<file path="config.mk">
export PLATFORM = sky130hd
export DESIGN_NAME = inst_fetch_unit
export DESIGN_NICKNAME = d
export VERILOG_FILES = /design/src/rtl/inst_fetch_unit.sv
export SDC_FILE = /design/constraint.sdc
export NUM_CORES = 1
export LEC_CHECK = 0
export BUFFER_PORTS_ARGS = -buffer_cell sky130_fd_sc_hd__buf_2
export CORE_MARGIN = 10
export CORE_UTILIZATION = 50
export CTS_CLUSTER_SIZE = 40
export DETAILED_ROUTE_END_ITERATION = 8
export GPL_TIMING_DRIVEN = 0
export PLACE_DENSITY = 0.75
export SKIP_LAST_GASP = 1
export SYNTH_ARGS = -nofsm -noshare
export SYNTH_HDL_FRONTEND = slang
export SYNTH_SLANG_ARGS = --single-unit
</file>
<file path="constraint.sdc">
create_clock -name clk -period 4.5 [get_ports clk]
set_input_delay 0.675 -clock clk [delete_from_list [all_inputs] [get_ports clk]]
set_output_delay 0.675 -clock clk [all_outputs]
set_load 0.02 [all_outputs]
</file>
<file path="src/rtl/inst_fetch_unit.sv">
// inst_fetch_unit: in-order instruction fetch front end.
// Tracks outstanding reads, buffers words, flushes on redirect.
module inst_fetch_unit #(
  parameter int unsigned DEPTH    = 2,
  parameter logic [31:0] RESET_PC = 32'h0000_0000
) (
  input  logic        clk,
  input  logic        rst,
  input  logic        redirect_valid,
  input  logic [31:0] redirect_pc,
  output logic        imem_req_valid,
  output logic [31:0] imem_req_addr,
  input  logic        imem_req_ready,
  input  logic        imem_resp_valid,
  input  logic [31:0] imem_resp_data,
  output logic        inst_valid,
  output logic [31:0] inst_pc,
  output logic [31:0] inst,
  input  logic        inst_ready
);

  localparam int unsigned AW = $clog2(DEPTH);
  localparam int unsigned CW = $clog2(DEPTH + 1);

  typedef logic [AW-1:0] ptr_t;
  typedef logic [CW-1:0] cnt_t;

  localparam cnt_t DEPTH_C = cnt_t'(DEPTH);
  localparam cnt_t ONE     = cnt_t'(1);
  localparam ptr_t PONE    = ptr_t'(1);

  logic [31:0] fetch_pc;
  cnt_t        out_cnt;
  cnt_t        drop_cnt;
  cnt_t        fifo_cnt;

  logic [31:0] aq_mem [DEPTH];
  ptr_t        aq_wr;
  ptr_t        aq_rd;

  logic [31:0] fq_pc   [DEPTH];
  logic [31:0] fq_inst [DEPTH];
  ptr_t        fq_wr;
  ptr_t        fq_rd;

  logic [CW:0] occ;
  logic        req_fire;
  logic        resp_ok;
  logic        resp_keep;
  logic        fq_push;
  logic        fq_pop;
  cnt_t        resp_dec;
  logic [1:0]  unused_pc_lsb;

  assign unused_pc_lsb = redirect_pc[1:0];

  // Issue gating, handshake decode and head presentation
  always_comb begin
    occ       = {1'b0, out_cnt} + {1'b0, fifo_cnt};
    imem_req_valid = !rst && !redirect_valid
                   && (occ < {1'b0, DEPTH_C});
    imem_req_addr  = fetch_pc;
    req_fire  = imem_req_valid && imem_req_ready;
    // a response with nothing outstanding is ignored
    resp_ok   = imem_resp_valid && (out_cnt != '0);
    resp_dec  = resp_ok ? ONE : '0;
    resp_keep = resp_ok && (drop_cnt == '0)
              && !redirect_valid;
    inst_valid = (fifo_cnt != '0);
    inst_pc    = fq_pc[fq_rd];
    inst       = fq_inst[fq_rd];
    fq_push    = resp_keep;
    // redirect kills the presented instruction
    fq_pop     = inst_valid && inst_ready
               && !redirect_valid;
  end

  // Fetch address: redirect wins over sequential advance
  always_ff @(posedge clk) begin
    if (rst) begin
      fetch_pc <= RESET_PC;
    end else if (redirect_valid) begin
      fetch_pc <= {redirect_pc[31:2], 2'b00};
    end else if (req_fire) begin
      fetch_pc <= fetch_pc + 32'd4;
    end
  end

  // Outstanding request counter
  always_ff @(posedge clk) begin
    if (rst) begin
      out_cnt <= '0;
    end else begin
      unique case (1'b1)
        req_fire && !resp_ok: out_cnt <= out_cnt + ONE;
        !req_fire && resp_ok: out_cnt <= out_cnt - ONE;
        default: ;
      endcase
    end
  end

  // Count of in-flight responses to discard after a redirect
  always_ff @(posedge clk) begin
    if (rst) begin
      drop_cnt <= '0;
    end else if (redirect_valid) begin
      drop_cnt <= out_cnt - resp_dec;
    end else if (resp_ok && (drop_cnt != '0)) begin
      drop_cnt <= drop_cnt - ONE;
    end
  end

  // Address queue: pairs each response with its request address
  always_ff @(posedge clk) begin
    if (rst) begin
      aq_wr <= '0;
      aq_rd <= '0;
      for (int i = 0; i < int'(DEPTH); i++) begin
        aq_mem[i] <= '0;
      end
    end else begin
      if (req_fire) begin
        aq_mem[aq_wr] <= fetch_pc;
        aq_wr         <= aq_wr + PONE;
      end
      if (resp_ok) begin
        aq_rd <= aq_rd + PONE;
      end
    end
  end

  // Instruction FIFO storage and pointers
  always_ff @(posedge clk) begin
    if (rst) begin
      fq_wr <= '0;
      fq_rd <= '0;
      for (int i = 0; i < int'(DEPTH); i++) begin
        fq_pc[i]   <= '0;
        fq_inst[i] <= '0;
      end
    end else if (redirect_valid) begin
      fq_wr <= '0;
      fq_rd <= '0;
    end else begin
      if (fq_push) begin
        fq_pc[fq_wr]   <= aq_mem[aq_rd];
        fq_inst[fq_wr] <= imem_resp_data;
        fq_wr          <= fq_wr + PONE;
      end
      if (fq_pop) begin
        fq_rd <= fq_rd + PONE;
      end
    end
  end

  // Instruction FIFO occupancy
  always_ff @(posedge clk) begin
    if (rst || redirect_valid) begin
      fifo_cnt <= '0;
    end else begin
      unique case (1'b1)
        fq_push && !fq_pop: fifo_cnt <= fifo_cnt + ONE;
        !fq_push && fq_pop: fifo_cnt <= fifo_cnt - ONE;
        default: ;
      endcase
    end
  end

endmodule

</file>
==> results.toml <==
[outcome]
status = "finished clean"

[worst_setup_path]
regToRegSetupSlack_ns = 0.77
worstPathArrival_ns = 3.85
slowest_stage = "a21o_1"
reg2reg_from = "out_cnt[0]"
max_stage_delay_ns = 1.02
cp_max_fo = 30
ff2ff_path_depth = 6
worstSetupEndpointType = "flop"
path_cells = "and2_1 > fa_1 > or3b_2 > nor2_4 > clkbuf_1 > a21o_1"
critPathRequiredTime_ns = 4.62
startpoint_type = "flop"
worstReg2RegEnd = "aq_mem[1][17]"
crit_type = "flop to flop"

[min_path]
min-delay-start = "redirect_pc[2]"
hold_path_class = "input pin to flop"
min_to = "imem_req_addr[2]"
min_path_cells = 3

[grt]
grt_pass1_wl_um = 38720
grt_max_degree = 63
grt_pass1_vias = 7222
antenna_found_initial = 0
grt_usage_pct = 18.04
grt_overflow_total = 0

[flow_run]
drv_cap = 0

[synth]
synth_cells = 817
syn_area_per_cell_um2 = 12.53
seq_area_frac_synth_pct = 62.18
synthDistinctLibCells = 53
netlist.area_leader.share_pct = 53.97
synth.area.top_cells = "edfxtp_1 54%, dfxtp_1 8.2%, mux2_2 6.8%, and2_1 6.5%, nor2_1 3.1%"
synth-seq-cells = 226
synth_ff_type = "edfxtp_1"
yosysTopAreaCell = "edfxtp_1"
syn_area_um2 = 10240
synth_edf_count = 184
async_flop_share_pct = 0
ys_warn_count = 0

[timing]
final.period_utilization_pct = 82.96
final.setup.tns_ns = 0
hold_viol = 0
rsz0062_at_grt = "no"
fmax_mhz = 267.9
finalSetupViolations = 0
finClkSkew_ns = 0.01043
drv_slew = 0
holdWs_ns = 0.4078
min_period_ns = 3.733
tightest_slew_ns = 1.241
timing.slew.headroom_pct = 17.25

[layout]
syn2layout_area_growth_pct = 20.30
drive_gt1_share_pct = 27.80
fillCellCount = 1583
diodes = 0
nNetsFinal = 1084
post-route-util_pct = 61.07

[floorplanning]
fp.dieW_um = 163.1
die_h_um = 163.1
io_pins = 168
initial_core_util_pct = 50.76
die-area_um2 = 26600
row_count = 52
core_um2 = 20170

[placed_design]
routabilityCongestion = 0.9402
dp_hpwl_um = 17390
io_buffers = 160

[clock_network]
htreeDepth = 1
cts_tree = "done"
cts_buffers = 24
cts-root-buf = "clkbuf_16"
clock_latency_ns = 0.51
cts_resized = 0
cts_hold_repair.buffers = 0
cts.sinks = 226
postCtsSetupBuffers = 0
clk_pin_slew_worst_paths_ns = 0.06
clockBufferDepth = 3

[drt]
vias = 7185
met1Wirelength_um = 10500
drc = 0
wl_per_cell_um = 19.02
dr.max_layer_used = "met4"
ant_nets = 0
wl_um = 24630
drtPass1Iterations = 5
wl_met2_um = 11370
viasPerCell = 5.548
drt_iter0_drc = 583
wl_met3_um = 2194

[power]
p_leak_nw = 4.759
vdd_drop_max_mv = 0.2860
power_density_nw_per_um2 = 414.0
==> report_power, final <==
part / internal, mW / switching [mW]
Clock: 1.33 / 0.788
Combinational: 0.197 / 0.340
Sequential: 2.37 / 0.0677
==> per-layer routing <==
layer,track usage [%],vias up
li1,-,3377
met2,28.91,360
met1,23.84,3403
met5,0,-
met4,5.656,0
met3,4.178,45
==> how the worst max path moves through the flow <==
stage,from,to,slack [ns]
6_report,out_cnt[0],aq_mem[1][17],0.77
3_3_place_gp,imem_resp_valid,fq_inst[1][21],-0.15
2_1_floorplan,imem_resp_valid,fq_inst[1][0],0.95
3_5_place_dp,out_cnt[0],aq_mem[1][17],0.79
5_1_grt,out_cnt[0],aq_mem[1][18],0.56
4_1_cts,out_cnt[0],aq_mem[1][18],0.77
==> cell type report <==
| cell class | instances | area, um^2 | share of cell area, % |
|---|---|---|---|
| Buffer | 63 | 259.0 | 2.103 |
| Clock buffer | 30 | 664.4 | 5.394 |
| Clock inverter | 13 | 197.7 | 1.605 |
| Inverter | 8 | 30.03 | 0.2438 |
| Multi-Input combinational cell | 523 | 3613 | 29.34 |
| Sequential cell | 226 | 6366 | 51.69 |
| Tap cell | 270 | 337.8 | 2.743 |
| Timing Repair Buffer | 162 | 848.3 | 6.887 |
==> cells by family (layout without fill, tap and decap cells) <==
kind of cell | Yosys count | after routing | share of synthesized area, %
xor+xnor | 16 | 16 | 1.369
flops | 226 | 226 | 62.18
simple gates | 335 | 335 | 18.05
other cells | 1 | 4 | 0.03663
buf+inv | 71 | 276 | 2.823
mux | 92 | 92 | 9.752
compound gates | 70 | 70 | 4.986
fa+ha+maj | 6 | 6 | 0.8066
==> synth_stat cells (all sizes together), types with 8 or more instances <==
cell and number:
a31oi 13, and2 106, and3 32, buf 13, clkbuf 50, dfxtp 42
edfxtp 184, inv 8, mux2 62, mux2i 30, nand2 28, nand3 13
nand4 12, nor2 85, o211ai 8, o31ai 8, or3 11, or4 19
xnor2 8, xor2 8
==> cells in the final DEF (no fill, tap or decap), types with 25 or more instances in the layout <==
| cell type | synthesis | final |
|---|---|---|
| and2_1 | 106 | 106 |
| and3_1 | 32 | 32 |
| buf_2 | 4 | 164 |
| clkbuf_1 | 48 | 51 |
| clkbuf_16 | 0 | 25 |
| dfxtp_1 | 42 | 42 |
| edfxtp_1 | 184 | 184 |
| mux2_2 | 62 | 62 |
| mux2i_1 | 30 | 30 |
| nand2_1 | 28 | 28 |
| nor2_1 | 84 | 84 |
==> critical path: cells and delay by family, from the launching register on <==
kind                     cells  cell delay [ns]
AO/OA/AOI/OAI                1             1.02
AND/OR/NAND/NOR              3             1.00
adder cells (fa/ha/maj)      1             0.48
flip-flops                   1             0.43
buffers and inverters        1             0.39
==> sequential cells by signal (all words and copies together), names as in the netlist, named ones only <==
signal,count
aq_mem,60
aq_rd,1
aq_wr,1
drop_cnt,2
fifo_cnt,2
fq_inst,64
fq_pc,60
fq_rd,1
fq_wr,1
imem_req_addr,30
out_cnt,2
==> stage by stage <==
| step | power [mW] | instance area, um^2 | setup slack, ns | cells |
|---|---|---|---|---|
| 3_3_place_gp | 3.005 | 11390 | -0.1468 | 1250 |
| 2_1_floorplan | 2.817 | 10250 | 0.9515 | 820 |
| 5_1_grt | 5.280 | 12320 | 0.5634 | 1295 |
| 4_1_cts | 5.123 | 12320 | 0.7725 | 1295 |
| 3_5_place_dp | 3.023 | 11450 | 0.7887 | 1252 |
| 6_report | 5.099 | 12320 | 0.7666 | 1295 |
Note: power is estimated with default switching activity, not from simulation.
